`src/rtl/vedic_pkg.sv`:
```
// Shared types and constants for the sequential 4x4 Vedic multiplier.
package vedic_pkg;

  typedef enum logic [2:0] {
    IDLE,
    PP0,
    PP1,
    PP2,
    PP3,
    DONE
  } vedic_seq_state_t;

  localparam int OP_W    = 4;
  localparam int CHUNK_W = 2;
  localparam int PROD_W  = 8;

  // Left shift applied to each 4-bit partial product before accumulation.
  localparam int SH_PP0 = 0;
  localparam int SH_PP1 = 2;
  localparam int SH_PP2 = 2;
  localparam int SH_PP3 = 4;

endpackage

```
`src/rtl/vedic_4bit_seq_if.sv`:
```
// Operand/result valid-ready bundle for vedic_4bit_seq.
interface vedic_4bit_seq_if;
  import vedic_pkg::*;

  logic              in_valid;
  logic              in_ready;
  logic [OP_W-1:0]   in_a;
  logic [OP_W-1:0]   in_b;
  logic              out_valid;
  logic              out_ready;
  logic [PROD_W-1:0] out_p;

  modport master (
    output in_valid, in_a, in_b, out_ready,
    input  in_ready, out_valid, out_p
  );

  modport slave (
    input  in_valid, in_a, in_b, out_ready,
    output in_ready, out_valid, out_p
  );

endinterface

```
`src/rtl/vedic_2bit.sv`:
```
// 2x2 unsigned Vedic (Urdhva-Tiryagbhyam) multiplier cell, purely combinational.
module vedic_2bit (
  input  logic [1:0] a,
  input  logic [1:0] b,
  output logic [3:0] p
);

  logic cross_lo;
  logic cross_hi;
  logic vert_hi;
  logic carry1;

  assign cross_lo = a[1] & b[0];
  assign cross_hi = a[0] & b[1];
  assign vert_hi  = a[1] & b[1];
  assign carry1   = cross_lo & cross_hi;

  assign p[0] = a[0] & b[0];
  assign p[1] = cross_lo ^ cross_hi;
  assign p[2] = vert_hi ^ carry1;
  assign p[3] = vert_hi & carry1;

endmodule

```
`src/rtl/vedic_4bit_seq.sv`:
```
// Multi-cycle 4x4 Vedic multiplier reusing one 2x2 cell over four partial-product cycles.
// Optional build macro VEDIC_SEQ_ZERO_SKIP_EN: zero operands jump straight to DONE.
module vedic_4bit_seq
  import vedic_pkg::*;
#(
  parameter bit OUT_HOLD = 1'b1
) (
  input  logic              clk,
  input  logic              rst,
  vedic_4bit_seq_if.slave   io,
  output logic              busy
);

  vedic_seq_state_t  state_q, state_d;
  logic [PROD_W-1:0] acc_q, acc_d;
  logic [OP_W-1:0]   op_a_q, op_a_d;
  logic [OP_W-1:0]   op_b_q, op_b_d;
  logic [PROD_W-1:0] out_p_q, out_p_d;
  logic              out_valid_q, out_valid_d;

  logic [CHUNK_W-1:0]   chunk_a;
  logic [CHUNK_W-1:0]   chunk_b;
  logic [2:0]           shamt;
  logic [2*CHUNK_W-1:0] pp;
  logic [PROD_W-1:0]    pp_ext;
  logic [PROD_W-1:0]    acc_sum;

  // Chunk pair and weight for the current partial-product step.
  always_comb begin
    chunk_a = op_a_q[CHUNK_W-1:0];
    chunk_b = op_b_q[CHUNK_W-1:0];
    shamt   = 3'(SH_PP0);
    case (state_q)
      PP1: begin
        chunk_a = op_a_q[OP_W-1:CHUNK_W];
        shamt   = 3'(SH_PP1);
      end
      PP2: begin
        chunk_b = op_b_q[OP_W-1:CHUNK_W];
        shamt   = 3'(SH_PP2);
      end
      PP3: begin
        chunk_a = op_a_q[OP_W-1:CHUNK_W];
        chunk_b = op_b_q[OP_W-1:CHUNK_W];
        shamt   = 3'(SH_PP3);
      end
      default: ;
    endcase
  end

  vedic_2bit u_cell (
    .a (chunk_a),
    .b (chunk_b),
    .p (pp)
  );

  assign pp_ext  = PROD_W'(pp) << shamt;
  assign acc_sum = acc_q + pp_ext;

  always_comb begin
    state_d     = state_q;
    acc_d       = acc_q;
    op_a_d      = op_a_q;
    op_b_d      = op_b_q;
    out_p_d     = out_p_q;
    out_valid_d = out_valid_q;
    case (state_q)
      IDLE: begin
        if (io.in_valid) begin
          op_a_d  = io.in_a;
          op_b_d  = io.in_b;
          acc_d   = '0;
          state_d = PP0;
`ifdef VEDIC_SEQ_ZERO_SKIP_EN
          if ((io.in_a == '0) || (io.in_b == '0)) begin
            state_d     = DONE;
            out_valid_d = 1'b1;
            out_p_d     = '0;
          end
`endif
        end
      end
      PP0: begin
        acc_d   = acc_sum;
        state_d = PP1;
      end
      PP1: begin
        acc_d   = acc_sum;
        state_d = PP2;
      end
      PP2: begin
        acc_d   = acc_sum;
        state_d = PP3;
      end
      PP3: begin
        acc_d       = acc_sum;
        state_d     = DONE;
        out_valid_d = 1'b1;
        out_p_d     = acc_sum;
      end
      DONE: begin
        if (io.out_ready) begin
          state_d     = IDLE;
          out_valid_d = 1'b0;
          if (!OUT_HOLD) out_p_d = '0;
        end
      end
      default: state_d = IDLE;
    endcase
  end

  always_ff @(posedge clk) begin
    if (rst) begin
      state_q     <= IDLE;
      acc_q       <= '0;
      op_a_q      <= '0;
      op_b_q      <= '0;
      out_p_q     <= '0;
      out_valid_q <= 1'b0;
    end else begin
      state_q     <= state_d;
      acc_q       <= acc_d;
      op_a_q      <= op_a_d;
      op_b_q      <= op_b_d;
      out_p_q     <= out_p_d;
      out_valid_q <= out_valid_d;
    end
  end

  assign io.in_ready  = (state_q == IDLE);
  assign io.out_valid = out_valid_q;
  assign io.out_p     = out_p_q;
  assign busy         = (state_q != IDLE);

endmodule

```
`src/flat_wrapper.sv`:
```
// flat-port wrapper written by rule: the top's interface ports become plain ports
module vedic_4bit_seq_flat import vedic_pkg::*;
#(
  parameter bit OUT_HOLD = 1'b1
)
  (clk, rst, busy, io_in_valid, io_in_a, io_in_b, io_out_ready, io_in_ready, io_out_valid, io_out_p);
  vedic_4bit_seq_if io_i ();
  input  logic clk;
  input  logic rst;
  output logic busy;
  input wire logic [$bits(io_i.in_valid)-1:0] io_in_valid;
  input wire logic [$bits(io_i.in_a)-1:0] io_in_a;
  input wire logic [$bits(io_i.in_b)-1:0] io_in_b;
  input wire logic [$bits(io_i.out_ready)-1:0] io_out_ready;
  output wire logic [$bits(io_i.in_ready)-1:0] io_in_ready;
  output wire logic [$bits(io_i.out_valid)-1:0] io_out_valid;
  output wire logic [$bits(io_i.out_p)-1:0] io_out_p;
  assign io_i.in_valid = io_in_valid;
  assign io_i.in_a = io_in_a;
  assign io_i.in_b = io_in_b;
  assign io_i.out_ready = io_out_ready;
  assign io_in_ready = io_i.in_ready;
  assign io_out_valid = io_i.out_valid;
  assign io_out_p = io_i.out_p;
  vedic_4bit_seq #(.OUT_HOLD(OUT_HOLD)) u_core (.clk(clk), .rst(rst), .io(io_i), .busy(busy));
endmodule
```
`config.mk`:
```
export PLATFORM = sky130hd
export DESIGN_NAME = vedic_4bit_seq_flat
export DESIGN_NICKNAME = d
export VERILOG_FILES = /design/src/rtl/vedic_pkg.sv /design/src/rtl/vedic_4bit_seq_if.sv /design/src/rtl/vedic_2bit.sv /design/src/rtl/vedic_4bit_seq.sv /design/src/flat_wrapper.sv
export SDC_FILE = /design/constraint.sdc
export NUM_CORES = 1
export LEC_CHECK = 0
export CAP_MARGIN = 5
export CORE_AREA = 2 2 98 72
export CTS_CLUSTER_SIZE = 10
export DETAILED_ROUTE_END_ITERATION = 8
export DIE_AREA = 0 0 100 74
export SYNTH_ARGS = -nofsm -noshare
export SYNTH_HDL_FRONTEND = slang
export SYNTH_SLANG_ARGS = --single-unit
```
`constraint.sdc`:
```
create_clock -name clk -period 3.77 [get_ports clk]
set_input_delay 0.5655 -clock clk [delete_from_list [all_inputs] [get_ports clk]]
set_output_delay 0.5655 -clock clk [all_outputs]
set_load 0.01 [all_outputs]
```
==> results of run 1 <==
critical path: stages, from the launching register on:
cell and delay [ns]:
dfxtp_2 0.44, nor2b_1 0.30, o21ba_2 0.23, mux2i_1 0.35, nor2_1 0.10, ha_1 0.19, ha_1 0.31, nand3_1 0.08
o31ai_1 0.08, ha_1 0.33, a21oi_1 0.14, o31a_2 0.41, xnor2_1 0.15, a211oi_1 0.26
final timing paths:
path | from | to | slack [ns] | cells past startpoint
setup / recovery | u_core.state_q[1] | u_core.io.out_p[7] | 0.31 | 13
hold / removal | u_core.io.out_p[0] | u_core.io.out_p[0] | 0.46 | 2
setup reg to reg | u_core.state_q[1] | u_core.io.out_p[7] | 0.31 | 13
hold reg to reg | u_core.io.out_p[0] | u_core.io.out_p[0] | 0.46 | 2
Yosys cell counts (all sizes together), types with 2 or more instances:
library cell	number	area (sq um)
clkbuf	7	26.28
mux2i	3	33.78
xnor2	5	43.79
o21ai	5	32.53
nor2	18	67.56
nand3b	4	30.03
nand2	36	135.1
o31ai	5	37.54
and2	3	21.27
nor3b	2	20.02
xor2	3	26.28
a22o	3	26.28
a22oi	6	45.04
ha	9	112.6
dfxtp	28	560.5
a21oi	22	110.1
inv	3	11.26
buf	5	33.78
nor2b	3	18.77
nor3	3	15.01
nand3	4	20.02
state kept, by name, indices dropped and copies added, names as in the netlist:
register and cells:
u_core.io.out_p 8, u_core.op_a_q 4, u_core.state_q 3, u_core.op_b_q 4, u_core.io.out_valid 1, u_core.acc_q 8
per-stage QoR:
stage                     hold WS (ns)  area (sq um)
after floorplan                 0.4357          1573
after global placement          0.4472          1864
after detailed placement        0.4503          1864
after CTS                       0.4653          1936
after global routing            0.4888          1941
final                           0.4569          1941
logic make-up (layout without fill, tap and decap cells):
family          Yosys count  after routing
fa+ha+maj                10             10
buf+inv                  15             33
flops                    28             28
compound gates           51             51
mux                       4              4
xor+xnor                  8              8
simple gates             78             78
where the power goes:
group	total [uW]	internal, uW	switching [uW]
Sequential	331	312	19.2
Clock	241	142	98.3
Combinational	162	71.4	90.8
Total	734	525	208
cell type report:
type	instances	area, sq um
repair buffers	26	250.2
fillers	702	4566
inverters	3	11.26
multi-input cells	151	943.4
flip-flops and latches	28	563.0
well taps	81	101.3
clock buffers	3	41.29
clock inverters	1	30.03
repair_timing:
action,4_1_cts,5_1_grt
resized for setup,0,3
hold buffers,0,0
endpoints found under the setup margin,0,6
routing by layer:
| layer | track usage, % | vias up | wire length [microns] |
|---|---|---|---|
| met5 | 0 | - | 0 |
| met4 | 0.9132 | 0 | 12 |
| met3 | 2.914 | 2 | 148 |
| met2 | 15.39 | 22 | 1452 |
| met1 | 15.06 | 624 | 1961 |
| li1 | - | 716 | - |
==> flow_metrics.py, run 1 <==
metrics = {
    "status": {
        "status": "finished, final reports clean",
    },
    "cts": {
        "clock_sinks": 28,
        "cts_tree": "done",
        "path_clk_slew_ns": 0.10,
        "clkLatencyLatePin_ns": 0.28,
        "cts-root-buf": "clkbuf_8",
        "cts_buffers": 3,
        "post-cts-setup-buffers": 0,
        "cts_htree_levels": 1,
        "cts.path.max_buffers": 2,
    },
    "critical_path": {
        "required_ns": 3.96,
        "crit_path_end_kind": "register",
        "worstSetupStartpointType": "register",
        "cp_max_fo": 10,
        "worstSetupPathType": "reg2reg",
        "cp_data_arrival_time_ns": 3.66,
    },
    "die": {
        "die_h_microns": 74,
        "fp.dieW_microns": 100,
        "core_area_sq_mm": 0.006506,
        "ios": 23,
        "die_area_sq_mm": 0.007400,
        "rows": 25,
        "start_util_pct": 24.17,
    },
    "logic_synthesis": {
        "yosys-mux-area-fraction_pct": 2.864,
        "ys_ff_latch": 28,
        "ys.flop_type": "dfxtp_1",
        "synthArstFlopShare_pct": 0,
        "yosys.area_share.simple_pct": 22.83,
        "synth_xor_area_share_pct": 4.455,
        "synth_edf_count": 0,
        "synth_nets": 216,
        "synth_compound_area_share_pct": 21.24,
        "synth_top_family_by_area": "simple AND/OR/NAND/NOR gates",
        "ys_seq_area_share_pct": 35.64,
        "synthCells": 194,
        "yosys_warnings": 0,
        "synth_fa_ha_area_share_pct": 8.433,
        "synthesis.area_sq_mm": 0.001573,
        "syn_avg_cell_area_sq_um": 8.107,
        "yosys.cell_types.count": 46,
    },
    "drt": {
        "drc": 0,
        "wl_per_cell_microns": 12.20,
        "drt_iter0_drc": 73,
        "drt_pre_antenna_iters": 4,
        "ant_nets": 0,
        "num_vias": 1364,
        "routed_via_density": 4.655,
        "drt_wl_total_microns": 3574,
    },
    "sta": {
        "tns_ns": 0,
        "skew_ns": 0.003231,
        "period_minus_slack_ns": 3.463,
        "worstMarginPinSlew_ns": 0.5142,
        "maxSlewHeadroom_pct": 65.61,
        "timing.final.max_slew_violations": 0,
        "min_period_over_period_pct": 91.87,
        "setup_violations": 0,
        "max_freq_mhz": 288.7,
        "rsz0062_at_grt": "false",
        "layout_setup_ws_ns": 0.3066,
        "finalHoldViolations": 0,
    },
    "cells_and_area": {
        "final_common_cell": "nand2_1",
        "fin_nets": 235,
        "finalNonFillerCells": 293,
        "area_growth_pct": 23.39,
        "drive_gt1_share_pct": 9.434,
        "final_cell_mix": "nand2_1 (36), dfxtp_1 (26), a21oi_1 (22), clkdlybuf4s50_1 (22), nor2_1 (18)",
        "post-route-util_pct": 29.83,
        "antenna_cells": 0,
    },
    "place": {
        "place.gp.congestion": 0.7677,
        "io_buffers": 22,
        "dp.cells": 289,
        "pre_cts_ws_ns": 0.1398,
        "post-dp-hpwl_microns": 2777,
    },
    "global_routing": {
        "grt_pass1_vias": 1284,
        "antenna_found_initial": 0,
        "track_usage_pct": 10.18,
        "grt_pass1_wl_microns": 6072,
        "grt_overflow": 0,
        "grt_max_degree": 21,
    },
    "pwr": {
        "p_total_uw": 733.6,
        "ir_worst_vdd_mv": 0.2000,
        "power_density_mw_per_mm2": 378.0,
        "p_leak_uw": 0.0007151,
    },
    "worst_hold_path": {
        "hold_class": "reg2reg",
    },
    "run": {
        "maxCapViolations": 0,
    },
}
No activity file was read; power rests on OpenSTA's default activity.
==> run 2: changes to the inputs <==
--- a/config.mk
+++ b/config.mk
@@ -10,6 +10,7 @@
 export CTS_CLUSTER_SIZE = 10
 export DETAILED_ROUTE_END_ITERATION = 8
 export DIE_AREA = 0 0 100 74
+export HOLD_SLACK_MARGIN = 0.08
 export SYNTH_ARGS = -nofsm -noshare
 export SYNTH_HDL_FRONTEND = slang
 export SYNTH_SLANG_ARGS = --single-unit
==> results of run 2 <==
Final layout, timing and power as in run 1 (identical DEF).
==> run 3: changes to the inputs <==
--- a/config.mk
+++ b/config.mk
@@ -6,11 +6,12 @@
 export NUM_CORES = 1
 export LEC_CHECK = 0
 export CAP_MARGIN = 5
-export CORE_AREA = 2 2 98 72
+export CORE_AREA = 2 2 69 51
 export CTS_CLUSTER_SIZE = 10
 export DETAILED_ROUTE_END_ITERATION = 8
-export DIE_AREA = 0 0 100 74
+export DIE_AREA = 0 0 71 53
 export HOLD_SLACK_MARGIN = 0.08
+export PLACE_DENSITY = 0.76
 export SYNTH_ARGS = -nofsm -noshare
 export SYNTH_HDL_FRONTEND = slang
 export SYNTH_SLANG_ARGS = --single-unit
==> flow_metrics.py, run 3 (synthesis results as in run 1) <==
metrics = {
    "cts": {
        "clkLatencyLatePin_ns": 0.28,
        "path_clk_slew_ns": 0.10,
        "clock_sinks": 28,
        "cts_htree_levels": 1,
        "cts.path.max_buffers": 2,
        "cts-root-buf": "clkbuf_8",
        "cts_buffers": 3,
        "cts_tree": "done",
    },
    "drt": {
        "ant_nets": 0,
        "drt_pre_antenna_iters": 4,
        "drc": 0,
        "drt_iter0_drc": 54,
        "num_vias": 1416,
        "wl_per_cell_microns": 13.63,
        "drt_wl_total_microns": 3394,
        "routed_via_density": 5.687,
    },
    "place": {
        "io_buffers": 22,
        "place.gp.congestion": 0.9020,
        "pre_cts_ws_ns": 0.1383,
        "post-dp-hpwl_microns": 2543,
    },
    "sta": {
        "skew_ns": 0.004588,
        "period_minus_slack_ns": 3.568,
        "timing.final.max_slew_violations": 0,
        "tns_ns": 0,
        "layout_setup_ws_ns": 0.2022,
        "rsz0062_at_grt": "false",
        "min_period_over_period_pct": 94.64,
        "worstMarginPinSlew_ns": 0.4916,
        "maxSlewHeadroom_pct": 67.13,
        "max_freq_mhz": 280.3,
        "setup_violations": 0,
        "finalHoldViolations": 0,
    },
    "die": {
        "rows": 17,
        "fp.dieW_microns": 71,
        "die_area_sq_mm": 0.003763,
        "start_util_pct": 50.99,
        "core_area_sq_mm": 0.003084,
        "ios": 23,
        "die_h_microns": 53,
    },
    "cells_and_area": {
        "fin_nets": 234,
        "nFillCells": 274,
        "final_cell_mix": "nand2_1 (36), dfxtp_1 (26), a21oi_1 (22), clkdlybuf4s50_1 (22), nor2_1 (18)",
        "area_growth_pct": 19.33,
        "drive_gt1_share_pct": 8.531,
        "antenna_cells": 0,
        "final_common_cell": "nand2_1",
    },
    "critical_path": {
        "required_ns": 3.97,
        "cp_max_fo": 15,
        "worstSetupPathType": "reg2reg",
        "cp_data_arrival_time_ns": 3.77,
        "crit_path_end_kind": "register",
        "worstSetupStartpointType": "register",
    },
    "run": {
        "maxCapViolations": 0,
    },
    "global_routing": {
        "antenna_found_initial": 0,
        "grt_pass1_wl_microns": 5823,
        "grt_pass1_vias": 1286,
        "track_usage_pct": 19.75,
        "grt_max_degree": 22,
        "grt_overflow": 0,
    },
    "pwr": {
        "power_density_mw_per_mm2": 388.4,
        "ir_worst_vdd_mv": 0.2509,
        "p_leak_uw": 0.0007098,
    },
    "worst_hold_path": {
        "hold_class": "reg2reg",
    },
    "status": {
        "status": "finished, final reports clean",
    },
}
-- run 3: stage by stage --
stage | instances | area, sq um | hold WS (ns) | power, uW | utilization [%]
detailed placement | 245 | 1803 | 0.4476 | 493.7 | 58.46
floorplan | 194 | 1573 | 0.4357 | 449.4 | -
CTS | 249 | 1874 | 0.4615 | 729.8 | 60.77
global route | 249 | 1877 | 0.4861 | 764.9 | 60.85
global placement | 245 | 1803 | 0.4433 | 488.7 | 58.46
finish | 249 | 1877 | 0.4575 | 729.0 | 60.85
-- run 3: path summary, 6_finish.rpt --
kind	startpoint	end	slack, ns	cells after the start
worst max register to register	u_core.state_q[2]	u_core.acc_q[7]	0.20	13
worst min-delay path	u_core.io.out_p[0]	u_core.io.out_p[0]	0.46	2
worst min register to register	u_core.io.out_p[0]	u_core.io.out_p[0]	0.46	2
worst max-delay path	u_core.state_q[2]	u_core.acc_q[7]	0.20	13
-- run 3: layout make-up --
type	count	area, sq um	share of cell area, %
clock buffers	3	41.29	2.200
clock inverters	1	30.03	1.600
inverters	3	11.26	0.6000
multi-input cells	151	940.9	50.13
flip-flops and latches	28	563.0	30.00
well taps	38	47.55	2.533
repair buffers	25	242.7	12.93
-- run 3: what timing repair did --
| item | CTS | global route |
|---|---|---|
| setup endpoints to repair | 0 | 4 |
| hold buffers | 0 | 0 |
| buffers inserted | 0 | 0 |
| resized for setup | 0 | 2 |
-- run 3: worst max-delay path, stage by stage (launching register included) --
cell and delay [ns]:
dfxtp_2 0.47, nor2b_1 0.34, o21ba_2 0.22, mux2i_1 0.34, nor2_1 0.10, ha_1 0.19
ha_1 0.31, a22o_1 0.24, ha_1 0.33, a21oi_1 0.20, o21a_1 0.14, o31a_2 0.18
mux2_2 0.35, o2111ai_1 0.07
-- run 3: metal layers --
| metal | routed length (microns) | vias to the layer above | track usage (%) | share of wire [%] |
|---|---|---|---|---|
| li1 | - | 710 | - | - |
| met1 | 1729 | 663 | 26.80 | 51 |
| met2 | 1487 | 39 | 32.40 | 44 |
| met3 | 151 | 4 | 4.762 | 4.4 |
| met4 | 25 | 0 | 3.774 | 0.74 |
| met5 | 0 | - | 0 | 0 |
-- run 3: report_power, final --
part	internal (uW)	switching [uW]	total [uW]
clock	142	96.8	239
sequential	312	21.4	333
combinational	69.0	88.0	157
